### src/rtl/attn_pkg.sv
// Shared types and constants for the attention sequencer slice.
package attn_pkg;

  typedef enum logic [3:0] {
    S_IDLE,
    S_LW_Q,
    S_LW_K,
    S_LW_V,
    S_LX,
    S_PK,
    S_PREP,
    S_TLQ,
    S_TQK,
    S_TST,
    S_DRAIN,
    S_NH,
    S_FIN
  } state_e;

  localparam logic [1:0] SEL_Q = 2'd0;
  localparam logic [1:0] SEL_K = 2'd1;
  localparam logic [1:0] SEL_V = 2'd2;
  localparam logic [1:0] SEL_X = 2'd3;

  localparam logic [31:0] DEF_ADDR_RST    = 32'h0000_0000;
  localparam logic [31:0] DEF_HEAD_STRIDE = 32'h0001_0000;

endpackage

### src/rtl/attn_seq_ctrl_hs_join.sv
// Sticky done-flag collector: all_done_o is high once every required branch has reported.
module hs_join #(
  parameter int unsigned N = 2
) (
  input  logic         clk,
  input  logic         rst,
  input  logic         clr_i,
  input  logic [N-1:0] hit_i,
  input  logic [N-1:0] need_i,
  output logic         all_done_o
);

  logic [N-1:0] flags_q;

  always_ff @(posedge clk) begin
    if (rst || clr_i) flags_q <= '0;
    else              flags_q <= flags_q | hit_i;
  end

  assign all_done_o = &(flags_q | ~need_i);

endmodule

### src/rtl/attn_seq_ctrl.sv
// Multi-head attention sequencer: drives DMA and compute engines via enable/done handshakes.
module attn_seq_ctrl
  import attn_pkg::*;
#(
  parameter int unsigned       ADDR_W      = 32,
  parameter int unsigned       SEQ_W       = 16,
  parameter int unsigned       NUM_HEADS   = 4,
  parameter logic [ADDR_W-1:0] HEAD_STRIDE = ADDR_W'(DEF_HEAD_STRIDE)
) (
  input  logic              clk,
  input  logic              rst,
  input  logic              start,
  input  logic              abort,
  input  logic [SEQ_W-1:0]  seq_len_cfg,
  input  logic [ADDR_W-1:0] q_base,
  input  logic [ADDR_W-1:0] k_base,
  input  logic [ADDR_W-1:0] v_base,
  input  logic [ADDR_W-1:0] x_base,
  input  logic              done_weight_dma,
  input  logic              done_cimeb,
  input  logic              done_loadk,
  input  logic              done_qk,
  input  logic              done_loadq,
  input  logic              done_softmax,
  input  logic              done_loadscore,
  output logic              en_weight_dma,
  output logic              en_cimeb,
  output logic              en_loadk,
  output logic              en_qk_kmode,
  output logic              en_qk_qmode,
  output logic              en_loadq,
  output logic              en_softmax,
  output logic              en_loadscore,
  output logic [ADDR_W-1:0] weight_addr,
  output logic [1:0]        weight_sel,
  output logic [3:0]        head_idx,
  output logic [SEQ_W-1:0]  tok_idx,
  output logic              busy,
  output logic              done
);

  state_e            state_q;
  logic              en_wdma_q, en_cimeb_q, en_loadk_q, en_qkk_q;
  logic              en_qkq_q, en_loadq_q, en_sm_q, en_ls_q;
  logic [ADDR_W-1:0] addr_q, qb_q, kb_q, vb_q, xb_q;
  logic [1:0]        sel_q;
  logic [3:0]        head_q;
  logic [SEQ_W-1:0]  tok_q, seq_len_q;
  logic              busy_q, done_q;

  logic hit_wdma, hit_cimeb, hit_loadk, hit_qk, hit_loadq, hit_sm, hit_ls;
  logic prep_all, tqk_all, drain_sm_done, last_head;

  assign hit_wdma  = done_weight_dma & en_wdma_q;
  assign hit_cimeb = done_cimeb      & en_cimeb_q;
  assign hit_loadk = done_loadk      & en_loadk_q;
  assign hit_qk    = done_qk         & en_qkq_q;
  assign hit_loadq = done_loadq      & en_loadq_q;
  assign hit_sm    = done_softmax    & en_sm_q;
  assign hit_ls    = done_loadscore  & en_ls_q;
  assign last_head = (head_q == 4'(NUM_HEADS - 1));

  function automatic logic [ADDR_W-1:0] head_off(input logic [3:0] h);
    return ADDR_W'(h) * HEAD_STRIDE;
  endfunction

  // Joins hold their flags only while their own state is active.
  hs_join #(.N(2)) u_join_prep (
    .clk(clk), .rst(rst), .clr_i(state_q != S_PREP),
    .hit_i({hit_loadk, hit_cimeb}), .need_i(2'b11), .all_done_o(prep_all)
  );
  hs_join #(.N(2)) u_join_tqk (
    .clk(clk), .rst(rst), .clr_i(state_q != S_TQK),
    .hit_i({hit_sm, hit_qk}), .need_i({tok_q != '0, 1'b1}), .all_done_o(tqk_all)
  );
  hs_join #(.N(1)) u_join_drain (
    .clk(clk), .rst(rst), .clr_i(state_q != S_DRAIN),
    .hit_i(hit_sm), .need_i(1'b1), .all_done_o(drain_sm_done)
  );

  always_ff @(posedge clk) begin
    if (rst) begin
      state_q   <= S_IDLE;
      en_wdma_q <= 1'b0; en_cimeb_q <= 1'b0; en_loadk_q <= 1'b0; en_qkk_q <= 1'b0;
      en_qkq_q  <= 1'b0; en_loadq_q <= 1'b0; en_sm_q    <= 1'b0; en_ls_q  <= 1'b0;
      addr_q    <= ADDR_W'(DEF_ADDR_RST);
      qb_q <= '0; kb_q <= '0; vb_q <= '0; xb_q <= '0;
      sel_q     <= SEL_Q;
      head_q    <= '0;
      tok_q     <= '0;
      seq_len_q <= '0;
      busy_q    <= 1'b0;
      done_q    <= 1'b0;
    end else if (abort && state_q != S_IDLE) begin
      state_q   <= S_IDLE;
      en_wdma_q <= 1'b0; en_cimeb_q <= 1'b0; en_loadk_q <= 1'b0; en_qkk_q <= 1'b0;
      en_qkq_q  <= 1'b0; en_loadq_q <= 1'b0; en_sm_q    <= 1'b0; en_ls_q  <= 1'b0;
      busy_q    <= 1'b0;
      done_q    <= 1'b0;
    end else begin
      done_q <= 1'b0;
      // Completed branches drop first; a state entry below may re-raise the same enable.
      if (hit_wdma)  en_wdma_q  <= 1'b0;
      if (hit_cimeb) en_cimeb_q <= 1'b0;
      if (hit_loadk) begin en_loadk_q <= 1'b0; en_qkk_q <= 1'b0; end
      if (hit_qk)    en_qkq_q   <= 1'b0;
      if (hit_loadq) en_loadq_q <= 1'b0;
      if (hit_sm)    en_sm_q    <= 1'b0;
      if (hit_ls)    en_ls_q    <= 1'b0;

      unique case (state_q)
        S_IDLE: if (start) begin
          seq_len_q <= (seq_len_cfg == '0) ? SEQ_W'(1) : seq_len_cfg;
          qb_q <= q_base; kb_q <= k_base; vb_q <= v_base; xb_q <= x_base;
          head_q <= '0; tok_q <= '0; busy_q <= 1'b1;
          en_wdma_q <= 1'b1; sel_q <= SEL_Q; addr_q <= q_base;
          state_q <= S_LW_Q;
        end
        S_LW_Q: if (hit_wdma) begin
          en_wdma_q <= 1'b1; sel_q <= SEL_K; addr_q <= kb_q + head_off(head_q);
          state_q <= S_LW_K;
        end
        S_LW_K: if (hit_wdma) begin
          en_wdma_q <= 1'b1; sel_q <= SEL_V; addr_q <= vb_q + head_off(head_q);
          state_q <= S_LW_V;
        end
        S_LW_V: if (hit_wdma) begin
          en_wdma_q <= 1'b1; sel_q <= SEL_X; addr_q <= xb_q;
          state_q <= S_LX;
        end
        S_LX: if (hit_wdma) begin
          en_cimeb_q <= 1'b1; sel_q <= SEL_K;
          state_q <= S_PK;
        end
        S_PK: if (hit_cimeb) begin
          en_cimeb_q <= 1'b1; en_loadk_q <= 1'b1; en_qkk_q <= 1'b1; sel_q <= SEL_Q;
          state_q <= S_PREP;
        end
        S_PREP: if (prep_all) begin
          en_loadq_q <= 1'b1;
          state_q <= S_TLQ;
        end
        S_TLQ: if (hit_loadq) begin
          en_qkq_q <= 1'b1;
          en_sm_q  <= (tok_q != '0);
          state_q  <= S_TQK;
        end
        S_TQK: if (tqk_all) begin
          tok_q <= tok_q + SEQ_W'(1);
          if (tok_q != '0) begin
            en_ls_q <= 1'b1; state_q <= S_TST;
          end else if (seq_len_q == SEQ_W'(1)) begin
            en_sm_q <= 1'b1; state_q <= S_DRAIN;
          end else begin
            en_loadq_q <= 1'b1; state_q <= S_TLQ;
          end
        end
        S_TST: if (hit_ls) begin
          if (tok_q < seq_len_q) begin en_loadq_q <= 1'b1; state_q <= S_TLQ;   end
          else                   begin en_sm_q    <= 1'b1; state_q <= S_DRAIN; end
        end
        // The last head finishes straight from here so done trails the final store by one cycle.
        S_DRAIN: begin
          if (hit_sm) en_ls_q <= 1'b1;
          if (drain_sm_done && hit_ls) begin
            if (last_head) begin
              done_q <= 1'b1; busy_q <= 1'b0; state_q <= S_FIN;
            end else begin
              state_q <= S_NH;
            end
          end
        end
        S_NH: begin
          head_q <= head_q + 4'd1; tok_q <= '0;
          en_wdma_q <= 1'b1; sel_q <= SEL_Q; addr_q <= qb_q + head_off(head_q + 4'd1);
          state_q <= S_LW_Q;
        end
        S_FIN:   state_q <= S_IDLE;
        default: state_q <= S_IDLE;
      endcase
    end
  end

  assign en_weight_dma = en_wdma_q;
  assign en_cimeb      = en_cimeb_q;
  assign en_loadk      = en_loadk_q;
  assign en_qk_kmode   = en_qkk_q;
  assign en_qk_qmode   = en_qkq_q;
  assign en_loadq      = en_loadq_q;
  assign en_softmax    = en_sm_q;
  assign en_loadscore  = en_ls_q;
  assign weight_addr   = addr_q;
  assign weight_sel    = sel_q;
  assign head_idx      = head_q;
  assign tok_idx       = tok_q;
  assign busy          = busy_q;
  assign done          = done_q;

endmodule

### config.mk
export PLATFORM = sky130hd
export DESIGN_NAME = attn_seq_ctrl
export DESIGN_NICKNAME = d
export VERILOG_FILES = /design/src/rtl/attn_pkg.sv /design/src/rtl/attn_seq_ctrl_hs_join.sv /design/src/rtl/attn_seq_ctrl.sv
export SDC_FILE = /design/constraint.sdc
export NUM_CORES = 1
export LEC_CHECK = 0
export BUFFER_PORTS_ARGS = -buffer_cell sky130_fd_sc_hd__buf_2
export CAP_MARGIN = 20
export CORE_ASPECT_RATIO = 0.75
export CORE_MARGIN = 1.5
export CORE_UTILIZATION = 40
export CTS_CLUSTER_DIAMETER = 30
export DETAILED_ROUTE_END_ITERATION = 6
export PLACE_DENSITY = 0.65
export RECOVER_POWER = 50
export SLEW_MARGIN = 20
export SYNTH_ARGS = -nofsm -noshare
export SYNTH_HDL_FRONTEND = slang
export SYNTH_HIERARCHICAL = 1
export SYNTH_SLANG_ARGS = --single-unit
### constraint.sdc
create_clock -name clk -period 4.66 [get_ports clk]
set_input_delay 0.233 -clock clk [delete_from_list [all_inputs] [get_ports clk]]
set_output_delay 0.233 -clock clk [all_outputs]
set_load 0.03 [all_outputs]
# Word-level counts from Yosys, hierarchy flattened

Cells that the tools add are included.

Add/subtract/negate cells: 5
Magnitude comparators: 1
Equal/unequal tests: 29
Multiplexer cells: 76
Bitwise operators: 15
Reductions and logical operators: 27

Operators with widths:

| operator                                             | number |
|---|---|
| case mux 32 bit (5 select lines)                     | 1 |
| 2-to-1 mux 32 bit                                    | 4 |
| adder 32 x 20 -> 32 bit                              | 3 |
| 2-to-1 mux 4 bit                                     | 15 |
| 2-to-1 mux 16 bit                                    | 3 |
| case mux 16 bit (3 select lines)                     | 1 |
| case mux 4 bit (12 select lines)                     | 1 |
| 2-to-1 mux 1 bit                                     | 37 |
| != test 2 bit, second input constant                 | 12 |
| adder 16 x 1 -> 16 bit, second input constant        | 1 |
| equality test 16 x 1 -> 1 bit, second input constant | 1 |
| equality test 4 x 3 -> 1 bit, second input constant  | 4 |
| equality test 4 bit, second input constant           | 4 |
| zero test 16 bit                                     | 1 |
| < comparator 16 bit                                  | 1 |
| nonzero test 16 bit                                  | 1 |
| equality test 4 x 2 -> 1 bit, second input constant  | 3 |
| case mux 2 bit (6 select lines)                      | 1 |
| AND reduction 11 bit                                 | 1 |
| 2-to-1 mux 2 bit                                     | 5 |
| case mux 1 bit (3 select lines)                      | 3 |
| != test 4 bit, second input constant                 | 2 |
| case mux 4 bit (2 select lines)                      | 1 |
| AND reduction 4 bit                                  | 2 |
| other kinds (26)                                     | 45 |

Register bits after elaboration: 217
Bits of input ports: 155
Output and inout port bits: 64

# Longest topological paths before layout

Depth after elaboration: 6
Depth in mapped cells: 14
Gate-level depth less buffers: 11

# Modules after synthesis

The synthesis kept the hierarchy.

Modules (own cells, without submodules):

| module                    | instances | cells an instance | area an instance (sq um) | sequential area each (sq um) |
|---|---|---|---|---|
| attn_seq_ctrl             | 1         | 1344              | 10351.2                  | 4244.1 |
| hs_join (u_join_prep ...) | 2         | 9                 | 77.6                     | 40.0 |
| hs_join (u_join_drain)    | 1         | 4                 | 40.0                     | 20.0 |

# Least setup slack after synthesis

OpenSTA, ideal clock, no wires.

Kind: register to register
From: reg state_q[3]
To: reg addr_q[29], in the netlist weight_addr[29]
Library setup time: 136 ps
Arrival time: 3334 ps
Data required time: 4524 ps
Setup slack: 1189 ps
Stages on the path, launching flop included: 14
Clock period less this slack: 3471 ps
Cells stage by stage: dfxtp_1 > buf_6 > or4b_4 > buf_6 > buf_6 > clkbuf_1 > mux2_2 > ha_1 > nand2_1 > o21ai_1 > nand3_2 > or4_1 > nand3_1 > a311oi_1

Longest elaborated chain between the ends: 4
Elaborated cells between the ends (all ways): 15
Those cells by class: eq/ne: 8; mux: 1; bitwise: 1; reduce/logical: 5

RTL lines:

| what                                                        | RTL line             | text |
|---|---|---|
| start, declared                                             | attn_seq_ctrl.sv:42  | `state_e state_q;` |
| start signal, assigned                                      | attn_seq_ctrl.sv:83  | `state_q <= S_IDLE;` |
| start signal, assigned                                      | attn_seq_ctrl.sv:95  | `state_q <= S_IDLE;` |
| start signal, assigned                                      | attn_seq_ctrl.sv:117 | `state_q <= S_LW_Q;` |
| branches (longest 4 deep; another with AND reduction 6 bit) | -                    |  |
| end signal, assigned                                        | attn_seq_ctrl.sv:86  | `addr_q <= ADDR_W'(DEF_ADDR_RST);` |
| end, declared                                               | attn_seq_ctrl.sv:45  | `logic [ADDR_W-1:0] addr_q, qb_q, kb_q, vb_q, xb_q;` |

Several ways; the timed one is not identified.
A chain may end at the register's enable or synchronous reset.

# Worst setup path in the final report

From: reg state_q[3]
To: reg vb_q[0]

Longest elaborated chain between the ends: 4
Elaborated cells between the ends (all ways): 5
Those cells by class: bitwise: 1; reduce/logical: 4

RTL lines:

| what                            | RTL line             | text |
|---|---|---|
| nonzero test 4 bit              | attn_seq_ctrl.sv:94  | `end else if (abort && state_q != S_IDLE) begin` |
| logical AND 1 bit               | attn_seq_ctrl.sv:94  |  |
| inverter 1 bit (no line)        | -                    |  |
| AND reduction 3 bit (no line) * | -                    |  |
| end signal, assigned            | attn_seq_ctrl.sv:114 | `qb_q <= q_base; kb_q <= k_base; vb_q <= v_base; xb_q <= x_base;` |
| end, declared                   | attn_seq_ctrl.sv:45  |  |

Mark *: on every way between the ends. The rest lies on a longest branch, timed or not.

==> results_dict.tcl <==
set metrics [dict create \
    wire_length_of_the_first_global_routing_pass_um 57700 \
    place.detailed.hpwl_um 24300 \
    crit_path_cell_trace "clkbuf_1 > nor2_1 > nand3_4 > clkbuf_4 > nand2_1 > a21oi_1" \
    timing.hold.worst_endpoint "en_qk_qmode$_SDFF_PP0_" \
    required_ns 5.12 \
    cts_root_buffer "clkbuf_16" \
    vias 11400 \
    max_slew.worst_pin.slew_ns 1.27 \
    cell_class_contributing_the_biggest_share_of_worst_path_delay "buffers and inverters" \
    power_report.internal_total_mw 5.55 \
    htreeDepth 2 \
    post_route_cells_drive_above_1_share_pct 16.0 \
    cp-start-kind "register" \
    grt_pass1_vias 10800 \
    detail-route-antenna-nets 0 \
    core-area_um2 25900 \
    comb_power_share_pct 32.2 \
    areaGrowthSynthToFinish_pct 41.0 \
    timing.critical_path.to_type "register" \
    drtPass1Iterations 7 \
    finish.utilization_pct 57.4 \
    routedWlPerCell_um 17.9 \
    syn_inst_count 1366 \
    layout_min_cycle_time_ns 3.78 \
    number_of_max_slew_violations_in_the_final_report 0 \
    total_leakage_power_nw 5.85 \
    floorplan.rows 51 \
    slew_headroom_pct 15.3 \
    clock_tree.buffer_depth 3 \
    postSynthAreaPerCell_um2 7.72 \
    drt-total-wl_um 37400 \
    ir_worst_vdd_mv 0.426 \
    final.hold.worst_slack_ns 0.00715 \
    worst_ep_arrival_time_ns 4.24 \
    timing.fmax_ghz 0.264 \
    cellPowerDensity_nw_per_um2 599 \
    synth-seq-area-share_pct 41.2 \
    clk_pin_slew_worst_paths_ns 0.05 \
    die_area_um2 27400 \
    synth_enable_flop_cells 0 \
    worstSkewPairLatency_ns 0.54 \
    floorplan.initialDensity_pct 40.7 \
    switching_power_mw 3.35 \
    postSynth.topFlopCell "dfxtp_1" \
    place.gp.congestion 0.905 \
    crit_type "reg -> reg" \
    finalPower_mw 8.91 \
    r2r-start "state_q[3]$_SDFFE_PP0P_" \
    cts-buffers-inserted 43 \
    drc 0 \
    setup_tns_final_ns 0 \
    period_share_pct 81.2 \
    tritoncts "built" \
    hp-class "in -> reg" \
    worst_setup_path_startpoint "state_q[3]$_SDFFE_PP0P_" \
    detail_route.vias_per_cell 5.47 \
    crit_fanout 90 \
    grt_overflow 0 \
    final_net_count 1887 \
    ctsResizeCount 0 \
    rr_worst_depth 6 \
    grt_setup_unrepaired "no" \
    synth.yosys.warnings 6 \
    pin_count 219 \
    timing.hold.worst.start "done_qk" \
    clock-sinks 217 \
    sw_frac_of_total_pct 37.6 \
    die_h_um 144 \
    timing.critical_path.buf_inv 2 \
    status "completed" \
    report.final.setup_viol 0 \
    synth_seq_cells 217 \
    number_of_antenna_violations_at_the_first_check_in_global_routing 2 \
    timing.final.hold_violations 0 \
    pin_count_of_the_biggest_net_entering_global_routing 121 \
    synth.distinct_cells 72 \
    die_width_um 190 \
    worst-r2r-setup-slack_ns 0.88 \
    max_stage_delay_ns 0.96 \
    power_frac_clock_pct 38.5 \
    skew_ns 0.0247 \
    grt_usage_pct 26.7 \
    postSynth.asyncResetShare_pct 0 \
    post_cts_setup_repair_buffer_count 0 \
    syn-cell-area_um2 10500 \
    detailed_route_iter0_violations 818 \
    worstHoldPathCells 4 \
    postCtsHoldBufs 145 \
    cap_viol_max_count 0 \
    crit_reg_reg_endpoint "vb_q[0]$_SDFFE_PP0P_" \
    placement.io_buffers 218 \
    critical-path-slowest-cell "clkbuf_4" \
    power_frac_seq_pct 29.3 \
]
[worst max path at each step]
stage          cells past startpoint  slack (ns)                            to
2_1_floorplan                     13        1.19  weight_addr[29]$_SDFFE_PP0P_
3_3_place_gp                      10        1.34  weight_addr[29]$_SDFFE_PP0P_
3_5_place_dp                      10        1.29  weight_addr[29]$_SDFFE_PP0P_
4_1_cts                           10        1.26  weight_addr[29]$_SDFFE_PP0P_
5_1_grt                            6        0.61         qb_q[17]$_SDFFE_PP0P_
6_report                           6        0.88          vb_q[0]$_SDFFE_PP0P_
[metrics by stage]
stage,cell area (um2),std cells,setup slack [ns]
after global placement,11900,1855,1.34
after global routing,14900,2081,0.609
after CTS,14900,2079,1.26
after detailed placement,11900,1855,1.29
after floorplan,10600,1369,1.19
final,14900,2082,0.876
[cell usage after synthesis, types with 3 or more instances]
| master | number | area [um2] |
|---|---|---|
| a21o_1 | 6 | 45.0 |
| nand4_1 | 33 | 206 |
| or3_1 | 4 | 25.0 |
| a32oi_1 | 3 | 26.3 |
| a311oi_1 | 8 | 70.1 |
| ha_1 | 28 | 350 |
| a211oi_1 | 6 | 45.0 |
| nor2_1 | 79 | 297 |
| o21ai_1 | 4 | 20.0 |
| xor2_1 | 23 | 201 |
| nand3_1 | 30 | 150 |
| buf_1 | 12 | 45.0 |
| o2111ai_1 | 6 | 52.6 |
| nor4b_1 | 3 | 26.3 |
| a21oi_1 | 175 | 876 |
| and2_1 | 8 | 50.1 |
| nor2b_1 | 8 | 50.1 |
| nand2b_1 | 19 | 119 |
| inv_1 | 35 | 131 |
| a22oi_1 | 35 | 263 |
| a31oi_1 | 9 | 56.3 |
| o21ai_0 | 40 | 200 |
| clkbuf_1 | 75 | 282 |
| o31ai_1 | 4 | 30.0 |
| xnor2_1 | 14 | 123 |
| buf_6 | 4 | 45.0 |
| a221oi_1 | 8 | 70.1 |
| mux2_2 | 7 | 78.8 |
| nor3_1 | 29 | 145 |
| o21bai_1 | 4 | 30.0 |
| or4_1 | 3 | 22.5 |
| dfxtp_1 | 217 | 4340 |
| and3_1 | 10 | 62.6 |
| nand2_1 | 341 | 1280 |
| a221o_1 | 4 | 40.0 |
| mux2i_1 | 14 | 140 |
| nor4_1 | 12 | 75.1 |
[power groups by stage]
stage / Sequential (mW) / Combinational (mW) / Clock (mW)
floorplan: 2.71 / 1.78 / 0
global placement: 2.61 / 2.70 / 0
detailed placement: 2.62 / 2.73 / 0
CTS: 2.59 / 2.84 / 3.45
global route: 2.65 / 3.14 / 3.57
finish: 2.61 / 2.87 / 3.43
[per-layer routing]
| layer | share of wire (%) | GRT usage (%) |
|---|---|---|
| met3 | 8.6 | 6.25 |
| met4 | 1.9 | 7.75 |
| met2 | 42 | 38.5 |
| met1 | 47 | 39.2 |
| met5 | 0 | 0 |
[worst register-to-register path, cell delays in order, from the launching register on]
cell      delay, ns
dfxtp_1        0.33
clkbuf_1       0.94
nor2_1         0.43
nand3_4        0.63
clkbuf_4       0.97
nand2_1        0.23
a21oi_1        0.19
[flip-flops by register name (all words and copies together) (netlist names), 2 cells and up]
name / cells
kb_q: 32
qb_q: 32
vb_q: 32
weight_addr: 32
xb_q: 32
seq_len_q: 16
tok_idx: 16
head_idx: 4
state_q: 4
u_join_prep/flags_q: 2
u_join_tqk/flags_q: 2
weight_sel: 2
[logic make-up after synthesis]
kind of cell / synth area share [%]
simple gates: 25.1
fa+ha+maj: 3.70
other cells: 0.0356
compound gates: 19.6
mux: 2.43
buf+inv: 4.86
flops: 41.2
xor+xnor: 3.07
[cells in the final DEF (no fill, tap or decap), drive strengths merged, types with 9 or more instances in the layout]
master / count
a21oi: 175
a22oi: 37
a31oi: 9
and3: 10
buf: 170
bufinv: 10
clkbuf: 116
dfxtp: 217
dlygate4sd3: 145
ha: 28
inv: 41
mux2i: 15
nand2: 341
nand2b: 19
nand3: 31
nand4: 33
nor2: 79
nor3: 30
nor4: 14
o21ai: 44
xnor2: 14
xor2: 23
[cell type report]
class                   count  area [um2]
diodes                      2        5.00
repair buffers            381        2620
flip-flops and latches    217        4340
well taps                 344         430
inverters                  35         131
clock inverters            29         452
clock buffers              50        1150
multi-input cells        1024        5740
fillers                  2384       11000
(Power assumes the default switching activity.)
